$ cat config.mk
export PLATFORM = sky130hd
export DESIGN_NAME = branch_resolver_flat
export DESIGN_NICKNAME = d
export VERILOG_FILES = /design/src/rtl/branch_pkg.sv /design/src/rtl/branch_resolver_if.sv /design/src/rtl/bp_fifo.sv /design/src/rtl/branch_resolver.sv /design/src/flat_wrapper.sv
export SDC_FILE = /design/constraint.sdc
export NUM_CORES = 1
export LEC_CHECK = 0
export ABC_CLOCK_PERIOD_IN_PS = 17270
export CAP_MARGIN = 20
export CORE_MARGIN = 5
export CORE_UTILIZATION = 50
export CTS_BUF_LIST = sky130_fd_sc_hd__clkbuf_16
export DETAILED_ROUTE_END_ITERATION = 16
export GPL_ROUTABILITY_DRIVEN = 1
export PLACE_DENSITY = 0.7
export SYNTH_ARGS = -nofsm -noshare
export SYNTH_HDL_FRONTEND = slang
export SYNTH_SLANG_ARGS = --single-unit
$ cat constraint.sdc
create_clock -name clk -period 17.27 [get_ports clk]
set_clock_uncertainty 0.05 [all_clocks]
set_input_delay 1.727 -clock clk [delete_from_list [all_inputs] [get_ports clk]]
set_output_delay 1.727 -clock clk [all_outputs]
set_load 0.01 [all_outputs]
$ cat src/rtl/branch_pkg.sv
// Shared types and helpers for the branch resolver: queue entry layout,
// bubble marker PC and the architectural next-PC computation.
package branch_pkg;

    localparam logic [31:0] INVALID_PC = 32'hfafafafa;

    typedef struct packed {
        logic [31:0] pc;
        logic [31:0] pred_next;
    } bp_entry_t;

    // Fall-through wraps naturally in 32 bits (0xfffffffc + 4 = 0).
    function automatic logic [31:0] bp_correct_next(
        input logic [31:0] pc,
        input logic        is_branch,
        input logic        taken,
        input logic [31:0] target
    );
        return (is_branch && taken) ? target : pc + 32'd4;
    endfunction

endpackage

$ cat src/rtl/branch_resolver_if.sv
// Fetch/execute/predictor-update bundle around the branch resolver.
// Handshake: a push happens in any cycle where pred_valid && pred_ready are both high at the clock edge.
interface branch_resolver_if #(
    parameter int DEPTH = 8
);
    localparam int CW = $clog2(DEPTH) + 1;

    logic          pred_valid;
    logic [31:0]   pred_PC;
    logic [31:0]   pred_Next_PC;
    logic          pred_ready;
    logic          res_valid;
    logic          res_is_branch;
    logic          res_taken;
    logic [31:0]   res_target;
    logic          update;
    logic [31:0]   wrong_PC;
    logic          update_taken;
    logic [31:0]   update_PC;
    logic [31:0]   update_branch_PC;
    logic          flush;
    logic [CW-1:0] inflight;
    logic          resolve_error;

    modport slave (
        input  pred_valid, pred_PC, pred_Next_PC,
        input  res_valid, res_is_branch, res_taken, res_target,
        output pred_ready, update, wrong_PC, update_taken, update_PC,
        output update_branch_PC, flush, inflight, resolve_error
    );

    modport master (
        output pred_valid, pred_PC, pred_Next_PC,
        output res_valid, res_is_branch, res_taken, res_target,
        input  pred_ready, update, wrong_PC, update_taken, update_PC,
        input  update_branch_PC, flush, inflight, resolve_error
    );

endinterface

$ cat src/rtl/bp_fifo.sv
// Circular FIFO of in-flight predictions; pointers carry one extra wrap bit
// so full and empty are distinguishable without a separate counter.
module bp_fifo
    import branch_pkg::*;
#(
    parameter int DEPTH = 8,
    localparam int AW = $clog2(DEPTH)
) (
    input  logic      clk,
    input  logic      rstn,
    input  logic      push,
    input  logic      pop,
    input  logic      clear,
    input  bp_entry_t wdata,
    output bp_entry_t rdata,
    output logic [AW:0] count,
    output logic      empty,
    output logic      full
);
    localparam logic [AW:0] PTR_ONE  = (AW+1)'(1);
    localparam logic [AW:0] FULL_CNT = (AW+1)'(DEPTH);

    bp_entry_t   mem_q [DEPTH];
    logic [AW:0] wptr_q, rptr_q;

    assign count = wptr_q - rptr_q;
    assign empty = (count == '0);
    assign full  = (count == FULL_CNT);
    assign rdata = mem_q[rptr_q[AW-1:0]];

    always_ff @(posedge clk) begin
        if (push) begin
            mem_q[wptr_q[AW-1:0]] <= wdata;
        end
    end

    // Clear dominates so a flush never leaves a half-updated queue behind.
    always_ff @(posedge clk or negedge rstn) begin
        if (!rstn) begin
            wptr_q <= '0;
            rptr_q <= '0;
        end else if (clear) begin
            wptr_q <= '0;
            rptr_q <= '0;
        end else begin
            if (push) wptr_q <= wptr_q + PTR_ONE;
            if (pop)  rptr_q <= rptr_q + PTR_ONE;
        end
    end

endmodule

$ cat src/rtl/branch_resolver.sv
// Checks each resolved instruction against its queued prediction and emits a
// one-cycle predictor correction plus pipeline flush on a misprediction.
module branch_resolver #(
    parameter int          DEPTH      = 8,
    parameter logic [31:0] INVALID_PC = branch_pkg::INVALID_PC
) (
    input logic clk,
    input logic rstn,
    branch_resolver_if.slave bus
);
    import branch_pkg::*;

    localparam int AW = $clog2(DEPTH);

    bp_entry_t   head, wr_entry;
    logic [AW:0] count;
    logic        empty, full;
    logic        pop, push, mispredict_now, pred_ready;
    logic        correct_taken;
    logic [31:0] correct_next;

    logic        update_q, update_taken_q, resolve_error_q;
    logic [31:0] wrong_pc_q, update_pc_q, update_branch_pc_q;

    // Resolves arriving during the update cycle belong to the squashed path.
    assign pop            = bus.res_valid && !update_q && !empty;
    assign correct_taken  = bus.res_is_branch && bus.res_taken;
    assign correct_next   = bp_correct_next(head.pc, bus.res_is_branch,
                                            bus.res_taken, bus.res_target);
    assign mispredict_now = pop && (correct_next != head.pred_next);
    assign pred_ready     = !full && !mispredict_now && !update_q;
    assign push           = bus.pred_valid && pred_ready && (bus.pred_PC != INVALID_PC);
    assign wr_entry       = '{pc: bus.pred_PC, pred_next: bus.pred_Next_PC};

    bp_fifo #(.DEPTH(DEPTH)) u_fifo (
        .clk   (clk),
        .rstn  (rstn),
        .push  (push),
        .pop   (pop),
        .clear (mispredict_now),
        .wdata (wr_entry),
        .rdata (head),
        .count (count),
        .empty (empty),
        .full  (full)
    );

    always_ff @(posedge clk or negedge rstn) begin
        if (!rstn) begin
            update_q           <= 1'b0;
            update_taken_q     <= 1'b0;
            wrong_pc_q         <= '0;
            update_pc_q        <= '0;
            update_branch_pc_q <= '0;
            resolve_error_q    <= 1'b0;
        end else begin
            update_q <= mispredict_now;
            if (mispredict_now) begin
                update_taken_q     <= correct_taken;
                wrong_pc_q         <= head.pred_next;
                update_pc_q        <= correct_next;
                update_branch_pc_q <= head.pc;
            end
            if (bus.res_valid && !update_q && empty) begin
                resolve_error_q <= 1'b1;
            end
        end
    end

    assign bus.pred_ready       = pred_ready;
    assign bus.update           = update_q;
    assign bus.flush            = update_q;
    assign bus.update_taken     = update_taken_q;
    assign bus.wrong_PC         = wrong_pc_q;
    assign bus.update_PC        = update_pc_q;
    assign bus.update_branch_PC = update_branch_pc_q;
    assign bus.inflight         = count;
    assign bus.resolve_error    = resolve_error_q;

endmodule

$ cat src/flat_wrapper.sv
// flat-port wrapper written by rule: the top's interface ports become plain ports
module branch_resolver_flat import branch_pkg::*;
#(
    parameter int          DEPTH      = 8,
    parameter logic [31:0] INVALID_PC = branch_pkg::INVALID_PC
)
  (clk, rstn, bus_pred_valid, bus_pred_PC, bus_pred_Next_PC, bus_res_valid, bus_res_is_branch, bus_res_taken, bus_res_target, bus_pred_ready, bus_update, bus_wrong_PC, bus_update_taken, bus_update_PC, bus_update_branch_PC, bus_flush, bus_inflight, bus_resolve_error);
  branch_resolver_if #(.DEPTH(DEPTH)) bus_i ();
  input logic clk;
  input logic rstn;
  input wire logic [$bits(bus_i.pred_valid)-1:0] bus_pred_valid;
  input wire logic [$bits(bus_i.pred_PC)-1:0] bus_pred_PC;
  input wire logic [$bits(bus_i.pred_Next_PC)-1:0] bus_pred_Next_PC;
  input wire logic [$bits(bus_i.res_valid)-1:0] bus_res_valid;
  input wire logic [$bits(bus_i.res_is_branch)-1:0] bus_res_is_branch;
  input wire logic [$bits(bus_i.res_taken)-1:0] bus_res_taken;
  input wire logic [$bits(bus_i.res_target)-1:0] bus_res_target;
  output wire logic [$bits(bus_i.pred_ready)-1:0] bus_pred_ready;
  output wire logic [$bits(bus_i.update)-1:0] bus_update;
  output wire logic [$bits(bus_i.wrong_PC)-1:0] bus_wrong_PC;
  output wire logic [$bits(bus_i.update_taken)-1:0] bus_update_taken;
  output wire logic [$bits(bus_i.update_PC)-1:0] bus_update_PC;
  output wire logic [$bits(bus_i.update_branch_PC)-1:0] bus_update_branch_PC;
  output wire logic [$bits(bus_i.flush)-1:0] bus_flush;
  output wire logic [$bits(bus_i.inflight)-1:0] bus_inflight;
  output wire logic [$bits(bus_i.resolve_error)-1:0] bus_resolve_error;
  assign bus_i.pred_valid = bus_pred_valid;
  assign bus_i.pred_PC = bus_pred_PC;
  assign bus_i.pred_Next_PC = bus_pred_Next_PC;
  assign bus_i.res_valid = bus_res_valid;
  assign bus_i.res_is_branch = bus_res_is_branch;
  assign bus_i.res_taken = bus_res_taken;
  assign bus_i.res_target = bus_res_target;
  assign bus_pred_ready = bus_i.pred_ready;
  assign bus_update = bus_i.update;
  assign bus_wrong_PC = bus_i.wrong_PC;
  assign bus_update_taken = bus_i.update_taken;
  assign bus_update_PC = bus_i.update_PC;
  assign bus_update_branch_PC = bus_i.update_branch_PC;
  assign bus_flush = bus_i.flush;
  assign bus_inflight = bus_i.inflight;
  assign bus_resolve_error = bus_i.resolve_error;
  branch_resolver #(.DEPTH(DEPTH), .INVALID_PC(INVALID_PC)) u_core (.clk(clk), .rstn(rstn), .bus(bus_i));
endmodule
After elaboration in Yosys (flattened, before gate mapping)
Memory sizes are Yosys's and may differ from the RTL's.
Cells that the tools add are included.
W data, S select, Z words.
{"block": "totals", "regBits": 107, "latch_bits": 0, "ramBits": 512, "rom_bits": 0, "out_inout_bits": 105, "n_memories": 1}
{"block": "classes", "add_sub_neg": 4, "n_mul": 0, "div": 0, "magnitude_cmp": 0, "n_eq_ne": 3, "n_shift": 0, "muxes": 7, "bitwise_logic": 0, "reduce_logical": 16}
{"name": "u_core.u_fifo.mem_q", "words": 8, "word_bits": 64, "rd": 1, "rd_ports_with_merged_regs": 0, "wr": 1, "line": "bp_fifo.sv:23", "source": "bp_entry_t mem_q [DEPTH];"}
{"cell": "$add A32 B3 Y32 const B", "count": 1}
{"cell": "$mux W32", "count": 1}
{"cell": "$ne A32 B32 Y1", "count": 1}
{"cell": "$ne A32 B32 Y1 const B", "count": 1}
{"cell": "$mux W4", "count": 4}
{"cell": "$logic_and A1 B1 Y1", "count": 9}
{"cell": "$add A4 B1 Y4 const B", "count": 2}
{"cell": "$eq A4 B4 Y1 const B", "count": 1}
{"cell": "$logic_not A1 Y1", "count": 4}
{"cell": "$logic_not A4 Y1", "count": 1}
{"cell": "$reduce_bool A2 Y1", "count": 2}
{"cell": "$sub A4 B4 Y4", "count": 1}
{"cell": "$mux W1", "count": 2}

Logic depth before layout (Yosys ltp)
Gate-level depths: netlist of the first run.
{"block": "logic_depth", "depth_word": 12, "depth_mapped": 21, "depth_no_buf": 14}

Hierarchy
Synthesis of the first run repeated with hierarchy kept, for this count alone.
{"block": "unflattened", "hier_cells": 1521, "area_unflattened_um2": 26279.0}
{"module": "bp_fifo", "n_inst": 1, "cells_each": 939, "area_per_inst_um2": 19790.2}
{"module": "branch_resolver", "n_inst": 1, "cells_each": 582, "area_per_inst_um2": 6488.7}

Least setup slack after synthesis of the first run
No wires, ideal clock.
{"block": "synth_timing", "kind": "input -> register", "start": "input port bus_res_is_branch", "end": "memory u_core.u_fifo.mem_q[3][0] (netlist name), enable pin", "arrival_time_ns": 10.233, "setup_slack_ns": 6.343, "path_stages": 12, "cell_sequence": "and2_1 clkbuf_1 clkbuf_1 clkbuf_1 o21ai_0 or4_1 or4_4 o21ai_2 inv_2 buf_6 buf_6 nor4_1"}
{"block": "synth_via", "elab_chain_cells": 11}
{"element": "start: declaration", "line": "flat_wrapper.sv:15", "source": "input wire logic [$bits(bus_i.res_is_branch)-1:0] bus_res_is_branch;"}
{"element": "$logic_and A1 B1 Y1", "line": "branch_pkg.sv:19", "source": "return (is_branch && taken) ? target : pc + 32'd4;"}
{"element": "$mux W32", "line": "branch_pkg.sv:19"}
{"element": "$ne A32 B32 Y1", "line": "branch_resolver.sv:30", "source": "assign mispredict_now = pop && (correct_next != head.pred_next);"}
{"element": "$logic_and A1 B1 Y1", "line": "branch_resolver.sv:30"}
{"element": "$logic_not A1 Y1", "line": "branch_resolver.sv:31", "source": "assign pred_ready = !full && !mispredict_now && !update_q;"}
{"element": "$logic_and A1 B1 Y1 (2 in series)", "line": "branch_resolver.sv:31"}
{"element": "$logic_and A1 B1 Y1 (2 in series)", "line": "branch_resolver.sv:32", "source": "assign push = bus.pred_valid && pred_ready && (bus.pred_PC != INVALID_PC);"}
{"element": "$mux W1", "line": "bp_fifo.sv:32", "source": "if (push) begin"}
{"element": "$mux W1 (not written as such)", "line": "bp_fifo.sv:33", "source": "mem_q[wptr_q[AW-1:0]] <= wdata;"}
{"element": "end: declaration", "line": "bp_fifo.sv:23"}
No other way between the ends.

==> impl_metrics.py, run 1 <==
metrics = {
    "global_route": {
        "grt.overflow.total": 0,
        "grt_max_degree": 63,
        "grt.total_usage_pct": 22.89,
        "antenna_found_initial": 0,
        "grt_pass1_wl_mm": 95.74,
        "grt_pass1_vias": 14092,
    },
    "clock_network": {
        "hold_buffers": 0,
        "clkTransAtPathRegs_ns": 0.07,
        "clk_latency_ns": 0.62,
        "htree_levels": 2,
        "cts_tree": "built",
        "cts_resized": 0,
        "cts_root_buf": "clkbuf_16",
        "cts_made_buffers": 59,
        "clk_path_buf_depth": 3,
        "clock-sinks": 619,
        "postCtsSetupBuffers": 0,
    },
    "power_and_ir_drop": {
        "p_leak_nw": 10.29,
        "total_power_mw": 4.343,
        "cellPowerDensity_nw_per_um2": 142.7,
        "vdd_drop_max_mv": 0.08585,
    },
    "final_layout": {
        "synthToLayoutAreaGrowth_pct": 17.81,
        "num_antenna_cells": 0,
        "nets": 1767,
        "drive_above_1_share_pct": 20.26,
        "ff_latch_area_sq_um": 18060,
        "nFillCells": 3733,
        "final_util_pct": 59.44,
        "multi_input_area_sq_um": 7163,
    },
    "sta": {
        "drv_slew": 0,
        "fmax_ghz": 0.1118,
        "worst_slack_ns": 8.329,
        "tns_ns": 0,
        "relSlewSlack_pct": 29.31,
        "tightest_slew_ns": 1.031,
        "period_minus_slack_ns": 8.941,
        "whs_ns": 0.4335,
        "rsz0062_at_grt": "no",
        "setup_viol": 0,
        "finalHoldViolCount": 0,
        "timing.final.crit_share_pct": 51.77,
    },
    "logic_synthesis": {
        "yosys.area_share.adder_pct": 0.3681,
        "synth_cells": 1422,
        "synth_xor_area_share_pct": 2.461,
        "synth_ff_type": "edfxtp_1",
        "synth_seq_area_share_pct": 69.89,
        "yosysWarnings": 0,
        "yosys.cell_types.count": 72,
        "synth_top_family_by_area": "multiplexers",
        "synth-simple-area-share_pct": 4.374,
        "synth.area.mux_share_pct": 17.78,
        "syn_area_sq_um": 25830,
        "synth_nets": 1531,
        "postSynthAreaPerCell_sq_um": 18.17,
        "ys_ff_latch": 619,
        "synth-compound-area-share_pct": 2.572,
        "synth-edff-count": 512,
        "ys_async_sr_fraction_pct": 17.29,
    },
    "drt": {
        "drt_iter0_drc": 1296,
        "viasPerCell": 5.903,
        "drt_wl_total_mm": 65.33,
        "vias": 14096,
        "wl_per_cell_um": 27.36,
        "drc": 0,
        "drtPass1Iterations": 5,
        "antenna_left": 0,
    },
    "floorplanning": {
        "placementRows": 83,
        "die-area_sq_um": 56310,
        "die_h_um": 237.3,
        "pin_count": 207,
        "core-area_sq_um": 51200,
        "chipWidth_um": 237.3,
        "start_util_pct": 50.45,
    },
    "critical_path": {
        "crit_type": "flip-flop to output pin",
        "cp_top_family": "buffers and inverters",
        "path_max_fanout": 46,
        "cp.buffers_inverters": 3,
        "max_stage_delay_ns": 0.73,
        "worstPathArrival_ns": 7.16,
        "cp_cell_sequence": "buf_4 > buf_4 > mux4_2 > mux2_2 > ha_1 > xor2_1 > mux2i_1 > xor2_1 > a2111oi_0 > nand4_1 > or4_1 > or4_4 > or2_2 > a31oi_1 > clkdlybuf4s50_1",
        "timing.critical_path.slowest_stage_cell": "buf_4",
        "crit_path_start_kind": "flip-flop",
        "required_ns": 15.49,
        "crit_path_end_kind": "output pin",
    },
    "worst_hold_path": {
        "hp-class": "flip-flop to flip-flop",
    },
    "placed_design": {
        "hpwlAfterDp_mm": 42.93,
        "port_buffers": 206,
        "post-place-ws_ns": 8.883,
        "gp_congestion": 0.9149,
    },
    "status": {
        "status": "finished, final reports clean",
    },
    "run": {
        "cap_violations": 0,
    },
}
[worst paths after layout]
kind | startpoint | end | slack (ns) | cells past startpoint
min | u_core.bus.resolve_error$_DFFE_PN0P_ | u_core.bus.resolve_error$_DFFE_PN0P_ | 0.43 | 1
min reg2reg | u_core.bus.resolve_error$_DFFE_PN0P_ | u_core.bus.resolve_error$_DFFE_PN0P_ | 0.43 | 1
min in group asynchronous | rstn | u_core.bus.update_branch_PC[9]$_DFFE_PN0N_ | 1.13 | 1
max | u_core.u_fifo.rptr_q[1]$_DFFE_PN0P_ | bus_pred_ready | 8.33 | 15
max in group asynchronous | rstn | u_core.u_fifo.rptr_q[2]$_DFFE_PN0P_ | 14.70 | 2
max reg2reg | u_core.u_fifo.rptr_q[1]$_DFFE_PN0P_ | u_core.u_fifo.mem_q[6][16]$_DFFE_PP_ | 9.39 | 17
[report_power, final]
part	internal [mW]	switching [mW]	total [mW]	leakage [nW]
clock network	0.687	0.539	1.23	0.972
registers	1.88	0.125	2.01	5.89
logic	0.530	0.580	1.11	3.43
total	3.10	1.24	4.34	10.3
[state kept, by name, indices dropped and copies added (netlist names)]
name                         count
u_core.u_fifo.rptr_q             4
u_core.bus.resolve_error         1
u_core.bus.update_branch_PC     32
u_core.bus.wrong_PC             32
u_core.u_fifo.wptr_q             4
u_core.u_fifo.mem_q            512
u_core.bus.update_taken          1
u_core.bus.flush                 1
u_core.bus.update_PC            32
[final cells by class]
cell class                      count  share of cell area (%)
Clock buffer                       60                   4.934
Clock inverter                     51                   1.090
Inverter                           54                  0.6743
Multi-Input combinational cell    684                   23.54
Sequential cell                   619                   59.36
Tap cell                          680                   2.796
Timing Repair Buffer              240                   7.607
[synth_stat cells, types with 9 or more instances]
| cell | number | area, sq um |
|---|---|---|
| nor2_1 | 40 | 150.1 |
| mux2i_1 | 93 | 930.9 |
| nand3_1 | 14 | 70.07 |
| o21ai_0 | 27 | 135.1 |
| mux4_2 | 121 | 2725 |
| nand2_1 | 65 | 244.0 |
| xnor2_1 | 43 | 376.6 |
| clkbuf_1 | 16 | 60.06 |
| buf_6 | 17 | 191.4 |
| xor2_1 | 27 | 236.5 |
| a21oi_1 | 15 | 75.07 |
| nor3_1 | 17 | 85.08 |
| nand4_1 | 14 | 87.58 |
| inv_1 | 52 | 195.2 |
| nor4_1 | 12 | 75.07 |
| edfxtp_1 | 512 | 15370 |
| mux2_2 | 75 | 844.6 |
| buf_4 | 9 | 67.56 |
| dfrtp_1 | 107 | 2678 |
| buf_2 | 16 | 80.08 |
[per-stage QoR]
step	instance area [sq um]	std cells
finish	30430	2388
global route	30430	2388
CTS	30420	2387
detailed placement	28590	2276
global placement	28590	2276
floorplan	25830	1422
[cells in the final DEF, fill, tap and decap left out, types with 27 or more instances in the layout]
master,count
buf_4,35
clkbuf_16,60
clkdlybuf4s50_1,205
dfrtp_1,104
edfxtp_1,512
inv_1,70
mux2_2,75
mux2i_1,93
mux4_2,121
nand2_1,65
nor2_1,40
o21ai_0,27
xnor2_1,43
xor2_1,27
[kinds of logic after synthesis]
group / count (synthesis)
muxes: 295
and+or+nand+nor: 215
xor gates and xnor gates: 71
adders and majority gates: 7
AOI/OAI and AO/OA: 96
buffers and inverters: 119
DFF: 619
[layer usage]
| layer | track usage (%) | vias up | share of wire, % |
|---|---|---|---|
| met3 | 4.769 | 84 | 7.6 |
| met1 | 32.15 | 7353 | 41 |
| met5 | 0 | - | 0 |
| li1 | - | 6083 | - |
| met4 | 5.685 | 0 | 2.4 |
| met2 | 37.36 | 576 | 49 |
[worst register-to-register path, stage by stage, from the launching register on]
cell and delay, ns:
dfrtp_4 0.70, buf_4 0.74, buf_4 0.67, mux4_2 0.60
mux2_2 0.33, ha_1 0.28, xor2_1 0.19, mux2i_1 0.23
xor2_1 0.10, a2111oi_0 0.41, nand4_1 0.18, or4_1 0.51
or4_4 0.52, o21ai_2 0.21, inv_4 0.34, nor3_2 0.32
buf_4 0.51, buf_4 0.59
Power figures use the tool's default switching activity.
==> run 2: changes to the inputs <==
--- a/config.mk
+++ b/config.mk
@@ -5,7 +5,7 @@
 export SDC_FILE = /design/constraint.sdc
 export NUM_CORES = 1
 export LEC_CHECK = 0
-export ABC_CLOCK_PERIOD_IN_PS = 17270
+export ABC_CLOCK_PERIOD_IN_PS = 8600
 export CAP_MARGIN = 20
 export CORE_MARGIN = 5
 export CORE_UTILIZATION = 50
==> constraint.sdc (replaced) <==
create_clock -name clk -period 8.6 [get_ports clk]
set_clock_uncertainty 0.05 [all_clocks]
set_input_delay 0.86 -clock clk [delete_from_list [all_inputs] [get_ports clk]]
set_output_delay 0.86 -clock clk [all_outputs]
set_load 0.01 [all_outputs]
==> run 2 against run 1 <==
Power up 100%. Worst setup slack worse by 7.0 ns. Clock power up 98%. Critical path depth decreased by 1. Via count decreased by 0.55%. Highest routed layer unchanged. Cell area is 0.30% higher. Cell count grew 0.17%. Critical endpoint unchanged.
==> impl_metrics.py, run 2 (same netlist as run 1, synthesis figures left out) <==
metrics = {
    "clock_network": {
        "cts_root_buf": "clkbuf_16",
        "clkTransAtPathRegs_ns": 0.06,
        "clk_path_buf_depth": 3,
        "htree_levels": 2,
        "clock-sinks": 619,
        "hold_buffers": 0,
        "cts_resized": 0,
        "cts_made_buffers": 60,
        "postCtsSetupBuffers": 0,
        "cts_tree": "built",
        "clk_latency_ns": 0.62,
    },
    "sta": {
        "tightest_slew_ns": 1.160,
        "drv_slew": 0,
        "rsz0062_at_grt": "no",
        "worst_slack_ns": 1.292,
        "relSlewSlack_pct": 22.66,
        "timing.final.crit_share_pct": 84.98,
        "fmax_ghz": 0.1368,
        "finalHoldViolCount": 0,
        "setup_viol": 0,
        "tns_ns": 0,
        "period_minus_slack_ns": 7.308,
        "whs_ns": 0.1619,
    },
    "floorplanning": {
        "core-area_sq_um": 51200,
        "placementRows": 83,
        "pin_count": 207,
        "start_util_pct": 50.45,
        "chipWidth_um": 237.3,
        "die_h_um": 237.3,
        "die-area_sq_um": 56310,
    },
    "critical_path": {
        "crit_path_end_kind": "output pin",
        "required_ns": 7.69,
        "worstPathArrival_ns": 6.40,
        "path_max_fanout": 67,
        "crit_type": "flip-flop to output pin",
        "crit_path_start_kind": "flip-flop",
    },
    "status": {
        "status": "finished, final reports clean",
    },
    "final_layout": {
        "nets": 1767,
        "synthToLayoutAreaGrowth_pct": 18.16,
        "nFillCells": 3821,
        "final_common_cell": "edfxtp_1",
        "drive_above_1_share_pct": 20.41,
        "finalInstanceArea_sq_um": 30520,
        "largest_register_ffs": 512,
        "multi_input_area_sq_um": 7197,
        "final_cell_mix": "512 x edfxtp_1, 205 x clkdlybuf4s50_1, 121 x mux4_2, 104 x dfrtp_1, 93 x mux2i_1",
        "ff_latch_area_sq_um": 18060,
        "instances_no_fill": 2392,
    },
    "drt": {
        "drt_iter0_drc": 1552,
        "wl_per_cell_um": 27.53,
        "viasPerCell": 5.861,
        "antenna_left": 0,
        "drtPass1Iterations": 7,
        "drt_wl_total_mm": 65.85,
        "vias": 14019,
        "drc": 0,
    },
    "placed_design": {
        "post_dp_cell_area_sq_um": 28680,
        "port_buffers": 206,
        "hpwlAfterDp_mm": 43.24,
        "post-place-ws_ns": 1.862,
        "gp_congestion": 0.8957,
        "dp_cells": 2276,
    },
    "global_route": {
        "antenna_found_initial": 3,
        "grt.overflow.total": 0,
        "grt_pass1_wl_mm": 96.81,
        "grt_max_degree": 73,
        "grt.total_usage_pct": 23.25,
        "grt_pass1_vias": 14370,
    },
    "power_and_ir_drop": {
        "cellPowerDensity_nw_per_um2": 285.8,
        "p_leak_nw": 10.33,
        "vdd_drop_max_mv": 0.1681,
    },
    "worst_hold_path": {
        "hp-class": "input pin to async pin",
    },
    "run": {
        "cap_violations": 0,
    },
}
-- run 2: cell type report --
type,instances,area share (%)
clock inverters,52,0.9510
multi-input cells,684,23.58
repair buffers,239,7.723
clock buffers,62,5.083
well taps,680,2.787
flip-flops and latches,619,59.18
diodes,2,0.01640
inverters,54,0.6805
-- run 2: where the power goes --
part,switching (mW),internal [mW]
Sequential,0.259,3.78
Combinational,1.18,1.07
Clock,1.08,1.36
Total,2.52,6.21
-- run 2: per-stage QoR --
step / power (mW) / utilization, %
floorplan: 5.232 / -
CTS: 8.796 / 59.61
global route: 9.093 / 59.61
finish: 8.724 / 59.62
detailed placement: 6.357 / 56.01
global placement: 6.308 / 56.01
-- run 2: worst paths after layout --
check	slack [ns]	start	to	depth (start not counted)
setup / recovery	1.29	u_core.u_fifo.rptr_q[2]$_DFFE_PN0P_	bus_pred_ready	14
hold / removal	0.16	rstn	u_core.bus.update_branch_PC[19]$_DFFE_PN0N_	1
setup reg to reg	1.84	u_core.u_fifo.rptr_q[2]$_DFFE_PN0P_	u_core.bus.wrong_PC[0]$_DFFE_PN0N_	15
hold reg to reg	0.42	u_core.bus.resolve_error$_DFFE_PN0P_	u_core.bus.resolve_error$_DFFE_PN0P_	1
max in group asynchronous	6.83	rstn	u_core.u_fifo.rptr_q[2]$_DFFE_PN0P_	2
min in group clk	0.42	u_core.bus.resolve_error$_DFFE_PN0P_	u_core.bus.resolve_error$_DFFE_PN0P_	1
-- run 2: layer usage --
| metal | routed length (um) | part of all wire, % | global-route usage (%) |
|---|---|---|---|
| met1 | 26510 | 40 | 33.01 |
| met2 | 32460 | 49 | 37.63 |
| met3 | 5375 | 8.2 | 4.780 |
| met4 | 1504 | 2.3 | 5.825 |
| met5 | 0 | 0 | 0 |
-- run 2: worst max-delay path, cell delays in order, from the launching register on --
cell and delay [ns]:
dfrtp_4 1.14, mux2i_1 0.18, a22oi_1 0.29, and2_0 0.28
ha_1 0.33, and4_1 0.34, nand4_1 0.47, nor2_1 0.36
xnor2_1 0.16, o211ai_1 0.11, a2111oi_0 0.70, o21bai_1 0.18
or2_2 0.39, a31oi_1 0.18, clkdlybuf4s50_1 0.56
==> run 3: changes to the inputs <==
--- a/config.mk
+++ b/config.mk
@@ -5,14 +5,14 @@
 export SDC_FILE = /design/constraint.sdc
 export NUM_CORES = 1
 export LEC_CHECK = 0
-export ABC_CLOCK_PERIOD_IN_PS = 8600
+export ABC_CLOCK_PERIOD_IN_PS = 6300
 export CAP_MARGIN = 20
 export CORE_MARGIN = 5
 export CORE_UTILIZATION = 50
 export CTS_BUF_LIST = sky130_fd_sc_hd__clkbuf_16
 export DETAILED_ROUTE_END_ITERATION = 16
 export GPL_ROUTABILITY_DRIVEN = 1
-export PLACE_DENSITY = 0.7
+export PLACE_DENSITY = 0.73
 export SYNTH_ARGS = -nofsm -noshare
 export SYNTH_HDL_FRONTEND = slang
 export SYNTH_SLANG_ARGS = --single-unit
==> constraint.sdc (replaced) <==
create_clock -name clk -period 6.3 [get_ports clk]
set_clock_uncertainty 0.05 [all_clocks]
set_input_delay 0.63 -clock clk [delete_from_list [all_inputs] [get_ports clk]]
set_output_delay 0.63 -clock clk [all_outputs]
set_load 0.01 [all_outputs]
==> run 3 against run 2 <==
Count of clock-buffer cells in the layout decreased by 1. Highest routed layer is now met5. First-iteration DRC count increased by 2.6%. Critical path type unchanged. Global-route usage increased by 0.92 points. Sequential power increased by 36%.
==> impl_metrics.py, run 3 (same netlist as run 1, synthesis figures left out) <==
metrics = {
    "worst_hold_path": {
        "hp-class": "input pin to async pin",
    },
    "clock_network": {
        "clkTransAtPathRegs_ns": 0.07,
        "clock-sinks": 619,
        "clk_latency_ns": 0.61,
        "cts_root_buf": "clkbuf_16",
        "clk_path_buf_depth": 3,
        "htree_levels": 2,
        "cts_tree": "built",
        "cts_made_buffers": 59,
        "hold_buffers": 0,
    },
    "critical_path": {
        "max_stage_delay_ns": 0.58,
        "timing.critical_path.slowest_stage_cell": "or4_4",
        "worstPathArrival_ns": 5.27,
        "crit_path_start_kind": "flip-flop",
        "cp-startpoint": "u_core.u_fifo.rptr_q[1]$_DFFE_PN0P_",
        "timing.rr.start": "u_core.u_fifo.rptr_q[1]$_DFFE_PN0P_",
        "crit_path_end_kind": "output pin",
        "crit_type": "flip-flop to output pin",
        "path_max_fanout": 23,
        "crit_top_cell": "or4_4",
        "cp.buffers_inverters": 4,
        "required_ns": 5.62,
        "cp_top_family": "simple AND/OR/NAND/NOR gates",
        "cp_cell_sequence": "buf_4 > buf_12 > buf_16 > mux4_2 > mux2i_1 > or4_4 > nor4_4 > xor2_1 > o22ai_1 > or4_1 > or4_4 > or2_2 > a31oi_1 > dlymetal6s2s_1",
    },
    "sta": {
        "fmax_ghz": 0.1680,
        "period_minus_slack_ns": 5.954,
        "worst_slack_ns": 0.3461,
        "setup_viol": 0,
        "rsz0062_at_grt": "no",
        "relSlewSlack_pct": 38.92,
        "tightest_slew_ns": 0.9162,
        "timing.final.crit_share_pct": 94.51,
        "finalHoldViolCount": 0,
        "drv_slew": 0,
    },
    "drt": {
        "met2WireLength_mm": 32.94,
        "drt_wl_total_mm": 68.59,
        "wl_met3_mm": 5.154,
        "wl_met1_mm": 27.92,
        "drt_iter0_drc": 1592,
        "drc": 0,
        "route.top_layer_used": "met5",
        "vias": 14588,
        "viasPerCell": 5.974,
        "drtPass1Iterations": 5,
        "antenna_left": 0,
        "wl_per_cell_um": 28.09,
    },
    "placed_design": {
        "gp_congestion": 0.9262,
        "post-place-ws_ns": 0.2734,
        "hpwlAfterDp_mm": 44.90,
        "port_buffers": 206,
    },
    "final_layout": {
        "final_common_cell": "edfxtp_1",
        "final_cell_mix": "512 x edfxtp_1, 204 x clkdlybuf4s50_1, 121 x mux4_2, 104 x dfrtp_1, 90 x mux2i_1",
        "nets": 1823,
        "num_antenna_cells": 0,
        "final_util_pct": 61.78,
        "ff_latch_area_sq_um": 18060,
        "synthToLayoutAreaGrowth_pct": 22.44,
        "nFillCells": 3630,
        "drive_above_1_share_pct": 24.40,
        "multi_input_area_sq_um": 7371,
        "largest_register_ffs": 512,
    },
    "floorplanning": {
        "core-area_sq_um": 51200,
        "chipWidth_um": 237.3,
        "die_h_um": 237.3,
        "placementRows": 83,
        "die-area_sq_um": 56310,
        "start_util_pct": 50.45,
        "pin_count": 207,
    },
    "run": {
        "cap_violations": 0,
    },
    "global_route": {
        "grt.total_usage_pct": 24.17,
        "grt_pass1_vias": 14969,
        "grt_pass1_wl_mm": 100.3,
        "antenna_found_initial": 4,
        "grt_max_degree": 84,
        "grt.overflow.total": 0,
    },
    "power_and_ir_drop": {
        "total_power_mw": 12.45,
        "vdd_drop_max_mv": 0.3145,
        "cellPowerDensity_nw_per_um2": 393.7,
        "p_leak_nw": 10.74,
    },
    "status": {
        "status": "finished, final reports clean",
    },
}
## run 3: final cells by class
type                            instances  area share, %
Clock inverter                         48          1.582
Multi-Input combinational cell        684          23.30
Sequential cell                       619          57.11
Timing Repair Buffer                  296          9.819
Tap cell                              680          2.690
Clock buffer                           61          4.826
Inverter                               54         0.6646
## run 3: layer usage
metal | track usage (%) | vias to the layer above
li1 | - | 6197
met1 | 33.81 | 7572
met2 | 38.63 | 681
met3 | 4.618 | 132
met4 | 8.641 | 6
met5 | 0 | -
## run 3: worst paths after layout
kind | endpoint | slack (ns) | cells past startpoint
worst min-delay path | u_core.bus.update_branch_PC[12]$_DFFE_PN0N_ | 0.09 | 1
worst min register to register | u_core.bus.resolve_error$_DFFE_PN0P_ | 0.43 | 1
min in group clk | u_core.bus.resolve_error$_DFFE_PN0P_ | 0.43 | 1
worst max register to register | u_core.u_fifo.mem_q[3][61]$_DFFE_PP_ | 0.70 | 16
worst max-delay path | bus_pred_ready | 0.35 | 14
max in group asynchronous | u_core.u_fifo.rptr_q[0]$_DFFE_PN0P_ | 4.80 | 2
## run 3: repair_timing
item / CTS / global route
setup buffers: 11 / 5
gates resized for setup: 11 / 9
gates cloned: 1 / 0
setup endpoints to repair: 1 / 1
pin swaps: 1 / 2
## run 3: where the power goes
| group | internal [mW] | switching [mW] | total [mW] |
|---|---|---|---|
| combinational | 1.57 | 1.69 | 3.26 |
| clock | 2.20 | 1.50 | 3.69 |
| sequential | 5.15 | 0.349 | 5.50 |
| total | 8.92 | 3.53 | 12.5 |
## run 3: metrics by stage
stage	instances	area, sq um	hold slack [ns]	setup TNS (ns)
after floorplan	1422	26040	0.2844	-221.45
after detailed placement	2316	29290	0.4184	0
after global routing	2442	31630	0.1486	0
after CTS	2437	31550	0.1042	0
final	2442	31630	0.08654	0
after global placement	2316	29290	0.4052	0
